==> src/rtl/tdc_decoder.sv <==
// -----------------------------------------------------------------------------
// tdc_decoder
//
// Front-end for the DPLL delay-line TDC. It registers the raw thermometer
// sample on each reference edge. It can clean single-tap bubbles with a 3-tap
// majority vote. It then finds the first two rising transitions, which gives:
//   - a phase code (index of the first rising tap),
//   - a DCO period estimate in taps (distance from first to second rise),
//   - a block average of the phase for the loop filter.
//
// Ports
//   ref_clk            reference clock, all state on its rising edge
//   csr_tdc_rst_n      asynchronous active-low reset
//   csr_tdc_en         decoder enable; when low the pipeline drains silently
//   csr_tdc_bubble_en  enable majority bubble correction (read at stage 2)
//   sampled_tdc        raw tap samples, bit i = DCO level at tap i
//   phase_out          index of first rising transition (holds if none)
//   period_out         tap distance first->second rise (holds if none)
//   out_valid          one-cycle pulse per decoded sample
//   edge_found         phase_out is fresh for this out_valid
//   period_valid       period_out is fresh for this out_valid
//   avg_out            block-averaged phase
//   avg_valid          one-cycle pulse when avg_out updates
//   err_cnt            saturating count of decoded samples with no rising edge
//
// Handshake: there is no backpressure. Each *_valid output is a single-cycle
// qualifier for the data outputs that belong to it, and it is sampled on the
// next ref_clk rising edge.
// -----------------------------------------------------------------------------
module tdc_decoder #(
    parameter int TDC_W    = 64,
    parameter int PW       = $clog2(TDC_W),
    parameter int AVG_LOG2 = 2
) (
    input  logic             ref_clk,
    input  logic             csr_tdc_rst_n,
    input  logic             csr_tdc_en,
    input  logic             csr_tdc_bubble_en,
    input  logic [TDC_W-1:0] sampled_tdc,
    output logic [PW-1:0]    phase_out,
    output logic [PW-1:0]    period_out,
    output logic             out_valid,
    output logic             edge_found,
    output logic             period_valid,
    output logic [PW-1:0]    avg_out,
    output logic             avg_valid,
    output logic [15:0]      err_cnt
);

    localparam int            AW      = PW + AVG_LOG2;
    localparam int            CW      = AVG_LOG2 + 1;
    localparam logic [CW-1:0] BLK_LEN = CW'(1 << AVG_LOG2);

    // Stage 1
    logic [TDC_W-1:0] s1_q, s1_d;
    logic             v1_q, v1_d;
    // Stage 2
    logic             v2_q, v2_d;
    logic [PW-1:0]    r1_q, r1_d, r2_q, r2_d;
    logic             r1_found_q, r1_found_d, r2_found_q, r2_found_d;
    // Stage 3 outputs
    logic [PW-1:0]    phase_q, phase_d, period_q, period_d;
    logic             out_valid_q, out_valid_d;
    logic             edge_found_q, edge_found_d;
    logic             period_valid_q, period_valid_d;
    logic [15:0]      err_cnt_q, err_cnt_d;
    // Averager
    logic [AW-1:0]    acc_q, acc_d;
    logic [CW-1:0]    cnt_q, cnt_d;
    logic [PW-1:0]    avg_q, avg_d;
    logic             avg_valid_q, avg_valid_d;

    // Stage-2 combinational decode
    logic [TDC_W-1:0] c, rise, rise_lo, rise_rest;
    logic [AW-1:0]    sum;
    logic [CW-1:0]    cnt_inc;

    always_comb begin
        c = s1_q;
        if (csr_tdc_bubble_en) begin
            for (int i = 1; i < TDC_W - 1; i++) begin
                c[i] = (s1_q[i-1] & s1_q[i]) | (s1_q[i] & s1_q[i+1]) |
                       (s1_q[i-1] & s1_q[i+1]);
            end
        end
        // Shifting in a 1 below tap 0 means tap 0 can never count as a rise.
        rise      = c & ~{c[TDC_W-2:0], 1'b1};
        // Isolate the lowest rise; the remaining rises feed the second encoder.
        // Both encoders then run in parallel instead of one after the other.
        rise_lo   = rise & (~rise + TDC_W'(1));
        rise_rest = rise & ~rise_lo;

        r1_d       = '0;
        r2_d       = '0;
        r1_found_d = |rise;
        r2_found_d = |rise_rest;
        for (int i = TDC_W - 1; i >= 1; i--) begin
            if (rise[i])      r1_d = PW'(i);
            if (rise_rest[i]) r2_d = PW'(i);
        end
    end

    always_comb begin
        s1_d = csr_tdc_en ? sampled_tdc : s1_q;
        v1_d = csr_tdc_en;
        v2_d = v1_q & csr_tdc_en;

        out_valid_d    = v2_q & csr_tdc_en;
        edge_found_d   = out_valid_d & r1_found_q;
        period_valid_d = out_valid_d & r1_found_q & r2_found_q;
        phase_d        = edge_found_d ? r1_q : phase_q;
        period_d       = period_valid_d ? (r2_q - r1_q) : period_q;
        err_cnt_d      = err_cnt_q;
        if (out_valid_d && !r1_found_q && err_cnt_q != 16'hFFFF) begin
            err_cnt_d = err_cnt_q + 16'd1;
        end

        // The averager consumes the stage-3 registers, so it runs one cycle
        // behind out_valid.
        sum         = acc_q + AW'(phase_q);
        cnt_inc     = cnt_q + CW'(1);
        acc_d       = acc_q;
        cnt_d       = cnt_q;
        avg_d       = avg_q;
        avg_valid_d = 1'b0;
        if (!csr_tdc_en) begin
            acc_d = '0;
            cnt_d = '0;
        end else if (out_valid_q && edge_found_q) begin
            if (cnt_inc == BLK_LEN) begin
                avg_d       = PW'(sum >> AVG_LOG2);
                avg_valid_d = 1'b1;
                acc_d       = '0;
                cnt_d       = '0;
            end else begin
                acc_d = sum;
                cnt_d = cnt_inc;
            end
        end
    end

    always_ff @(posedge ref_clk or negedge csr_tdc_rst_n) begin
        if (!csr_tdc_rst_n) begin
            s1_q           <= '0;
            v1_q           <= 1'b0;
            v2_q           <= 1'b0;
            r1_q           <= '0;
            r2_q           <= '0;
            r1_found_q     <= 1'b0;
            r2_found_q     <= 1'b0;
            phase_q        <= '0;
            period_q       <= '0;
            out_valid_q    <= 1'b0;
            edge_found_q   <= 1'b0;
            period_valid_q <= 1'b0;
            err_cnt_q      <= '0;
            acc_q          <= '0;
            cnt_q          <= '0;
            avg_q          <= '0;
            avg_valid_q    <= 1'b0;
        end else begin
            s1_q           <= s1_d;
            v1_q           <= v1_d;
            v2_q           <= v2_d;
            r1_q           <= r1_d;
            r2_q           <= r2_d;
            r1_found_q     <= r1_found_d;
            r2_found_q     <= r2_found_d;
            phase_q        <= phase_d;
            period_q       <= period_d;
            out_valid_q    <= out_valid_d;
            edge_found_q   <= edge_found_d;
            period_valid_q <= period_valid_d;
            err_cnt_q      <= err_cnt_d;
            acc_q          <= acc_d;
            cnt_q          <= cnt_d;
            avg_q          <= avg_d;
            avg_valid_q    <= avg_valid_d;
        end
    end

    assign phase_out    = phase_q;
    assign period_out   = period_q;
    assign out_valid    = out_valid_q;
    assign edge_found   = edge_found_q;
    assign period_valid = period_valid_q;
    assign avg_out      = avg_q;
    assign avg_valid    = avg_valid_q;
    assign err_cnt      = err_cnt_q;

endmodule

==> config.mk <==
export PLATFORM = sky130hd
export DESIGN_NAME = tdc_decoder
export DESIGN_NICKNAME = d
export VERILOG_FILES = /design/src/rtl/tdc_decoder.sv
export SDC_FILE = /design/constraint.sdc
export NUM_CORES = 1
export LEC_CHECK = 0
export ABC_AREA = 1
export CAP_MARGIN = 15
export CELL_PAD_IN_SITES_DETAIL_PLACEMENT = 1
export CELL_PAD_IN_SITES_GLOBAL_PLACEMENT = 1
export CORE_MARGIN = 3
export CORE_UTILIZATION = 36
export DETAILED_ROUTE_END_ITERATION = 6
export PLACE_DENSITY = 0.79
export SETUP_SLACK_MARGIN = 0.5
export SLEW_MARGIN = 25
export SYNTH_ARGS = -nofsm -noshare
export SYNTH_HDL_FRONTEND = slang
export SYNTH_SLANG_ARGS = --single-unit
==> constraint.sdc <==
create_clock -name ref_clk -period 4.6 [get_ports ref_clk]
set_clock_uncertainty 0.15 [all_clocks]
set_input_delay 0.46 -clock ref_clk [delete_from_list [all_inputs] [get_ports ref_clk]]
set_output_delay 0.46 -clock ref_clk [all_outputs]
set_load 0.02 [all_outputs]
Yosys cells after proc, flatten, opt, wreduce, memory -nomap -nowiden:

Cells that the tools add are included.

* output and inout port bits: 38
* word-level logic and storage cells: 427
* register bits: 129
* input port bits: 68

* eq/ne operators: 3
* add/subtract/negate cells: 5
* reductions and logical operators: 7
* multiplexer cells: 136
* bitwise logic cells: 259

Operators with widths (count)
* 6-bit two-way mux: 126
* 64-bit AND: 3
* 64-bit inverter: 3
* 1-bit AND: 129
* 64-bit OR reduction: 2
* 1-bit bitwise OR: 124
* 64-bit by 1-bit adder with 64-bit output (second input constant): 1
* 62-bit two-way mux: 1
* 8-bit two-way mux: 3
* 16-bit by 1-bit adder with 16-bit output (second input constant): 1
* 16-bit != test (second input constant): 1
* 3-bit two-way mux: 3
* 8-bit by 6-bit adder with 8-bit output: 1
* 6-bit subtractor: 1
* 3-bit by 1-bit adder with 3-bit output (second input constant): 1
* 3-bit equality test (second input constant): 1
* 1-bit logical AND: 3
* 1-bit two-way mux: 3
* 3-bit AND reduction: 1
* 2-bit by 1-bit != test with 1-bit output (second input constant): 1
* 1-bit logical NOT: 1

Logic depth before layout (Yosys ltp):

* depth in word-level cells: 74
* gate-level depth with buffers: 75
* gate-level depth less buffers: 73

Worst setup path before layout:

OpenSTA, ideal clock, no wires.

* path type: input -> register
* start: input port csr_tdc_bubble_en
* end: register r2_q[0]
* library setup time: 0.119 ns
* arrival time: 4.330 ns
* setup slack: 0.002 ns
* path buffers: 3
* stages: 69
* required time: 4.331 ns
* cells stage by stage: buf_6 -> buf_6 -> buf_6 -> a21oi_1 -> nor2_1 -> nand2_2 -> nand2_1 -> nor2_2 -> nand3_1 -> nor2_2 -> inv_2 -> nor2_1 -> nand2_1 -> o21ai_2 -> nand2_1 -> nand2_1 -> nand2_1 -> nand2_1 -> (+33 left out) -> nand2_1 -> nand2_1 -> nand2_1 -> nand2_1 -> nand2_1 -> nand2_1 -> nand2_1 -> nand2_1 -> nand2_1 -> nand2_1 -> nand2_1 -> nand2_1 -> nand2_1 -> nand2_1 -> nand2_1 -> nand2_1 -> nand2_1 -> nand2_1

* word-level cells in the longest chain between the ends: 71

Ends and longest elaborated chain
* start, declared: RTL line 38 `input logic csr_tdc_bubble_en,`
* 62-bit two-way mux (*): RTL line 80 `if (csr_tdc_bubble_en) begin`
* 64-bit inverter: RTL line 87 `rise = c & ~{c[TDC_W-2:0], 1'b1};`
* 64-bit AND (*): RTL line 87
* 64-bit inverter: RTL line 90 `rise_lo = rise & (~rise + TDC_W'(1));`
* 64-bit by 1-bit adder with 64-bit output: RTL line 90
* 64-bit AND: RTL line 90
* 64-bit inverter: RTL line 91 `rise_rest = rise & ~rise_lo;`
* 64-bit AND (*): RTL line 91
* 6-bit two-way mux (62 in series): RTL line 99 `if (rise_rest[i]) r2_d = PW'(i);`
* 6-bit two-way mux (*): RTL line 99
* named net r2_d[0]: RTL line 59 `logic [PW-1:0] r1_q, r1_d, r2_q, r2_d;`
* end signal, assigned: RTL line 166 `r2_q <= r2_d;`
* end, declared: RTL line 59

Mark *: on every way through the listed nets, which the timed path passes. The rest lies on a longest branch.
A chain may end at the register's enable or synchronous reset.

Worst setup path after layout:

* start: register s1_q[5]
* end: register r2_q[0]

* word-level cells in the longest chain between the ends: 74
* elaborated cells between the ends (all ways): 81
* those cells by class: 1 x add/sub; 64 x mux; 16 x bitwise

Ends and longest elaborated chain
* start, declared: RTL line 55 `logic [TDC_W-1:0] s1_q, s1_d;`
* start signal, assigned: RTL line 144 `s1_q <= '0;`
* start signal, assigned: RTL line 162 `s1_q <= s1_d;`
* 1-bit AND: RTL line 82 `c[i] = (s1_q[i-1] & s1_q[i]) | (s1_q[i] & s1_q[i+1]) |`
* 1-bit bitwise OR (2 in series): RTL line 82
* 62-bit two-way mux (*): RTL line 80
* 64-bit inverter: RTL line 87
* 64-bit AND (*): RTL line 87
* 64-bit inverter: RTL line 90
* 64-bit by 1-bit adder with 64-bit output: RTL line 90
* 64-bit AND: RTL line 90
* 64-bit inverter: RTL line 91
* 64-bit AND (*): RTL line 91
* 6-bit two-way mux (59 in series): RTL line 99
* 6-bit two-way mux (*) (4 in series): RTL line 99
* named net r2_d[0]: RTL line 59

Marks and branches as above.

==> impl_summary.md <==
Run status
The flow ran to the end, but the final reports show violations. The final reports fail on setup timing.

Min path
In this run the worst hold path is classified as in2reg.

Clock tree
TritonCTS created 17 clock buffers. Clock-pin slew was measured on the worst setup and hold paths at around 70 ps. The clock insertion delay at the later pin of the skew report is 450 ps. The buffer depth of the longest clock path is 2.

Clock tree synthesis found a total of 129 sinks. The CTS tree is done. The total number of H-tree levels is 4. In this run the clock root is driven by a sky130_fd_sc_hd__clkbuf_16.

Synth
The sequential share of the synthesized area is 0.329. The number of synthesized flops with an enable pin is 0. Among all flip-flop cells after synthesis, the most frequent one is sky130_fd_sc_hd__dfrtp_1. The cell count after synthesis is 1610. For this run, the number of Yosys warnings is 0. After synthesis the netlist holds a flip-flop and latch count of roughly 130. After synthesis, the mean cell area works out to 6.09 sq um. The area of the mapped netlist is just under 0.01 sq mm.

The number of nets in the synthesized netlist is 1694. Counting flops with an async set or reset pin after synthesis yields a share of 1.00. The number of different library cells in the post-synthesis netlist is 48.

Layout
The area taken by flip-flops and latches is 0.00324 sq mm. Once layout is complete, the cells apart from fillers number about 2400. The leading cell type in the layout, fill and taps excluded is sky130_fd_sc_hd__nand2_1. The area of the multi-input gates is approximately 0.006 sq mm. The layout has 3565 filler cells. The final-stage net count is 2117.

From synthesis to final layout, the design area changed by 50.3%. In the final layout, the share of cells above drive strength 1 is 0.269. 0 antenna diodes ended up in the layout.

The top cell types in the final layout, fill and taps aside, are 560 x sky130_fd_sc_hd__nand2_1, 325 x sky130_fd_sc_hd__buf_4, 173 x sky130_fd_sc_hd__inv_1, 168 x sky130_fd_sc_hd__nor2_1, 120 x sky130_fd_sc_hd__o21ai_0.

Setup path
The element type at the critical path end is a register. The most repeated library cell on the critical path is sky130_fd_sc_hd__nand2_1. The required time reported for the critical path endpoint is 4840 ps. The data arrival time at the worst-slack endpoint is 5980 ps. Among all stages on the critical path, the largest delay is contributed by sky130_fd_sc_hd__dfrtp_2. The largest stage delay on the critical path is 470 ps. The worst setup path is launched from a register. The largest fanout on the critical path is 5. The type of the worst setup path is reg2reg.

Floorplanning
The number of placed I/O pins is about 110. The row count is 59. The width of the die is 171 um. The die footprint is roughly 0.029 sq mm. The placeable core region is 0.0264 sq mm.

The vertical die dimension is 171 um. The effective utilization at floorplan is 0.371.

Global routing
The first-pass GRT wire length is 63.4 mm. Entering global routing, the biggest net connects 81 pins. The initial antenna violation count is 0. Across every metal layer, demand over resource in global routing totals 0.269. The sum of overflow across all layers after global routing is 0. The number of global-route vias before repair is between 10000 and 15000.

Timing
The slew of the pin with the lowest slew margin is 909 ps. Based on the critical path, the design can be clocked at up to 174 MHz. The final worst-path cycle share is 1.25. Summed over all failing endpoints, the final setup total negative slack is -7640 ps. The max-slew violation count is 0.

The count of final hold-check violations came to 0. The least setup slack across all paths after layout is -1140 ps. Headroom to the max-slew limit came out at 0.388. Setup repair after global routing could not meet its margin everywhere. The worst path in the final design needs a cycle of 5740 ps, including I/O delays and setup.

The final count of negative-setup-slack endpoints is 8.

Routing
The detailed router finished its first iteration with 736 violations. After detailed routing, the number of remaining DRC violations is 0. The mean routed wirelength per cell is between 15 and 20 um. The number of optimization iterations in the first detailed-route pass is 5. The detailed router placed 12500 vias in this run.

Dividing the detail-routed via count by the number of cells gives approximately 5.3. The routed design has 42.9 mm of wire. The remaining number of nets flagged by the antenna check after routing is 0.

Power
The analysis attributes to cell leakage a power of a little under 8 nW. The post-route total power is around 5.1 mW. The power density of the placed cells is 344 mW/mm^2. The worst-case IR drop observed on VDD is between 0.2 and 0.25 mV.

Placed design
The congestion estimate from routability-driven global placement came to 0.894. The number of placed instances, taps included, is 2280. The wire-length estimate of the detail-placed layout is around 27 mm. Port buffering added 105 buffers.

Job
Max-cap violations in this run came to 0.
==> logic make-up after synthesis <==
group,count (synthesis),synth area share
flops,129,0.329
xor+xnor,22,0.0197
fa+ha+maj,16,0.0220
mux,3,0.00345
simple gates,966,0.395
compound gates,241,0.134
buf+inv,233,0.0960
==> critical path, delay by kind of cell, from the launching register on <==
kind / cells / cell delay, ps
flip-flops: 1 / 470
buffers and inverters: 2 / 220
AND/OR/NAND/NOR: 65 / 4620
AO/OA/AOI/OAI: 1 / 160
==> stage by stage <==
stage	hold slack (ps)	util	instance area, sq um	setup WS (ps)
3_5_place_dp	279	0.495	13100	-1180
5_1_grt	209	0.558	14700	-1760
4_1_cts	193	0.537	14200	-473
3_3_place_gp	267	0.495	13100	-1060
2_1_floorplan	14.4	-	9810	21.5
6_report	204	0.558	14700	-1140
==> cell usage after synthesis (2+ instances only) <==
| cell | instances | area [sq um] |
|---|---|---|
| sky130_fd_sc_hd__a21oi_1 | 45 | 225 |
| sky130_fd_sc_hd__or2_2 | 5 | 31.3 |
| sky130_fd_sc_hd__a21boi_0 | 4 | 30.0 |
| sky130_fd_sc_hd__buf_2 | 2 | 10.0 |
| sky130_fd_sc_hd__o211ai_1 | 3 | 22.5 |
| sky130_fd_sc_hd__buf_4 | 5 | 37.5 |
| sky130_fd_sc_hd__o22ai_1 | 3 | 18.8 |
| sky130_fd_sc_hd__mux2_2 | 3 | 33.8 |
| sky130_fd_sc_hd__nor4_1 | 5 | 31.3 |
| sky130_fd_sc_hd__buf_1 | 5 | 18.8 |
| sky130_fd_sc_hd__xnor2_1 | 7 | 61.3 |
| sky130_fd_sc_hd__o21ai_1 | 15 | 75.1 |
| sky130_fd_sc_hd__a31oi_1 | 15 | 93.8 |
| sky130_fd_sc_hd__nand2_2 | 7 | 43.8 |
| sky130_fd_sc_hd__nand3b_1 | 3 | 22.5 |
| sky130_fd_sc_hd__fa_1 | 2 | 40.0 |
| sky130_fd_sc_hd__clkbuf_1 | 13 | 48.8 |
| sky130_fd_sc_hd__nor2_1 | 217 | 815 |
| sky130_fd_sc_hd__or2_1 | 2 | 12.5 |
| sky130_fd_sc_hd__o31ai_1 | 6 | 45.0 |
| sky130_fd_sc_hd__o21ai_0 | 133 | 666 |
| sky130_fd_sc_hd__clkinv_1 | 3 | 11.3 |
| sky130_fd_sc_hd__ha_1 | 14 | 175 |
| sky130_fd_sc_hd__dfrtp_1 | 129 | 3230 |
| sky130_fd_sc_hd__o21ai_2 | 3 | 26.3 |
| sky130_fd_sc_hd__xor2_1 | 15 | 131 |
| sky130_fd_sc_hd__nand4_1 | 12 | 75.1 |
| sky130_fd_sc_hd__nand3_1 | 74 | 370 |
| sky130_fd_sc_hd__buf_6 | 6 | 67.6 |
| sky130_fd_sc_hd__nand2_1 | 611 | 2290 |
| sky130_fd_sc_hd__nor3_1 | 13 | 65.1 |
| sky130_fd_sc_hd__inv_1 | 194 | 728 |
| sky130_fd_sc_hd__nor2_2 | 12 | 75.1 |
| sky130_fd_sc_hd__o21bai_1 | 6 | 45.0 |
| sky130_fd_sc_hd__inv_2 | 5 | 18.8 |
==> area by class of cell <==
| cell class | count | area share |
|---|---|---|
| timing repair buffer | 435 | 0.245 |
| clock inverter | 15 | 0.00977 |
| multi-input combinational | 1248 | 0.417 |
| tap | 335 | 0.0284 |
| clock buffer | 17 | 0.0289 |
| sequential | 129 | 0.220 |
| inverter | 202 | 0.0515 |
==> sequential cells by signal, summed over array words and instances (netlist names), 3 cells and up <==
signal and cells:
acc_q 8, avg_out 6, cnt_q 3, err_cnt 16
period_out 6, phase_out 6, r1_q 6, r2_q 6
s1_q 64
==> path summary, 6_finish.rpt <==
kind / from / depth (start not counted) / slack [ps] / end
worst max-delay path: s1_q[5] / 68 / -1140 / r2_q[0]
worst min-delay path: csr_tdc_en / 3 / 200 / out_valid
worst max register to register: s1_q[5] / 68 / -1140 / r2_q[0]
worst min register to register: v1_q / 2 / 310 / v2_q
max in group asynchronous: csr_tdc_rst_n / 3 / 2750 / s1_q[30]
min in group asynchronous: csr_tdc_rst_n / 2 / 460 / err_cnt[11]
==> what timing repair did <==
action                                 4_1_cts  5_1_grt
resized for setup                           65      135
endpoints found under the hold margin       55        0
cloned                                       2        0
setup endpoints to repair                    5        9
buffers inserted                            40       26
pin swaps                                   23       40
hold buffers                                 1        0
==> where the power goes <==
group	switching [mW]	total (mW)	internal (mW)	leakage, nW
Sequential	0.115	1.36	1.25	1.59
Combinational	1.33	2.30	0.970	5.92
Clock	0.684	1.40	0.718	0.279
Total	2.12	5.06	2.94	7.79
==> per-layer routing <==
metal | GRT usage | vias to the layer above | wire length, um
li1 | - | 5936 | -
met1 | 0.322 | 6078 | 17500
met2 | 0.492 | 356 | 21800
met3 | 0.0300 | 142 | 1750
met4 | 0.106 | 0 | 1900
met5 | 0 | - | 0
Note: power is estimated with default switching activity, not from simulation.
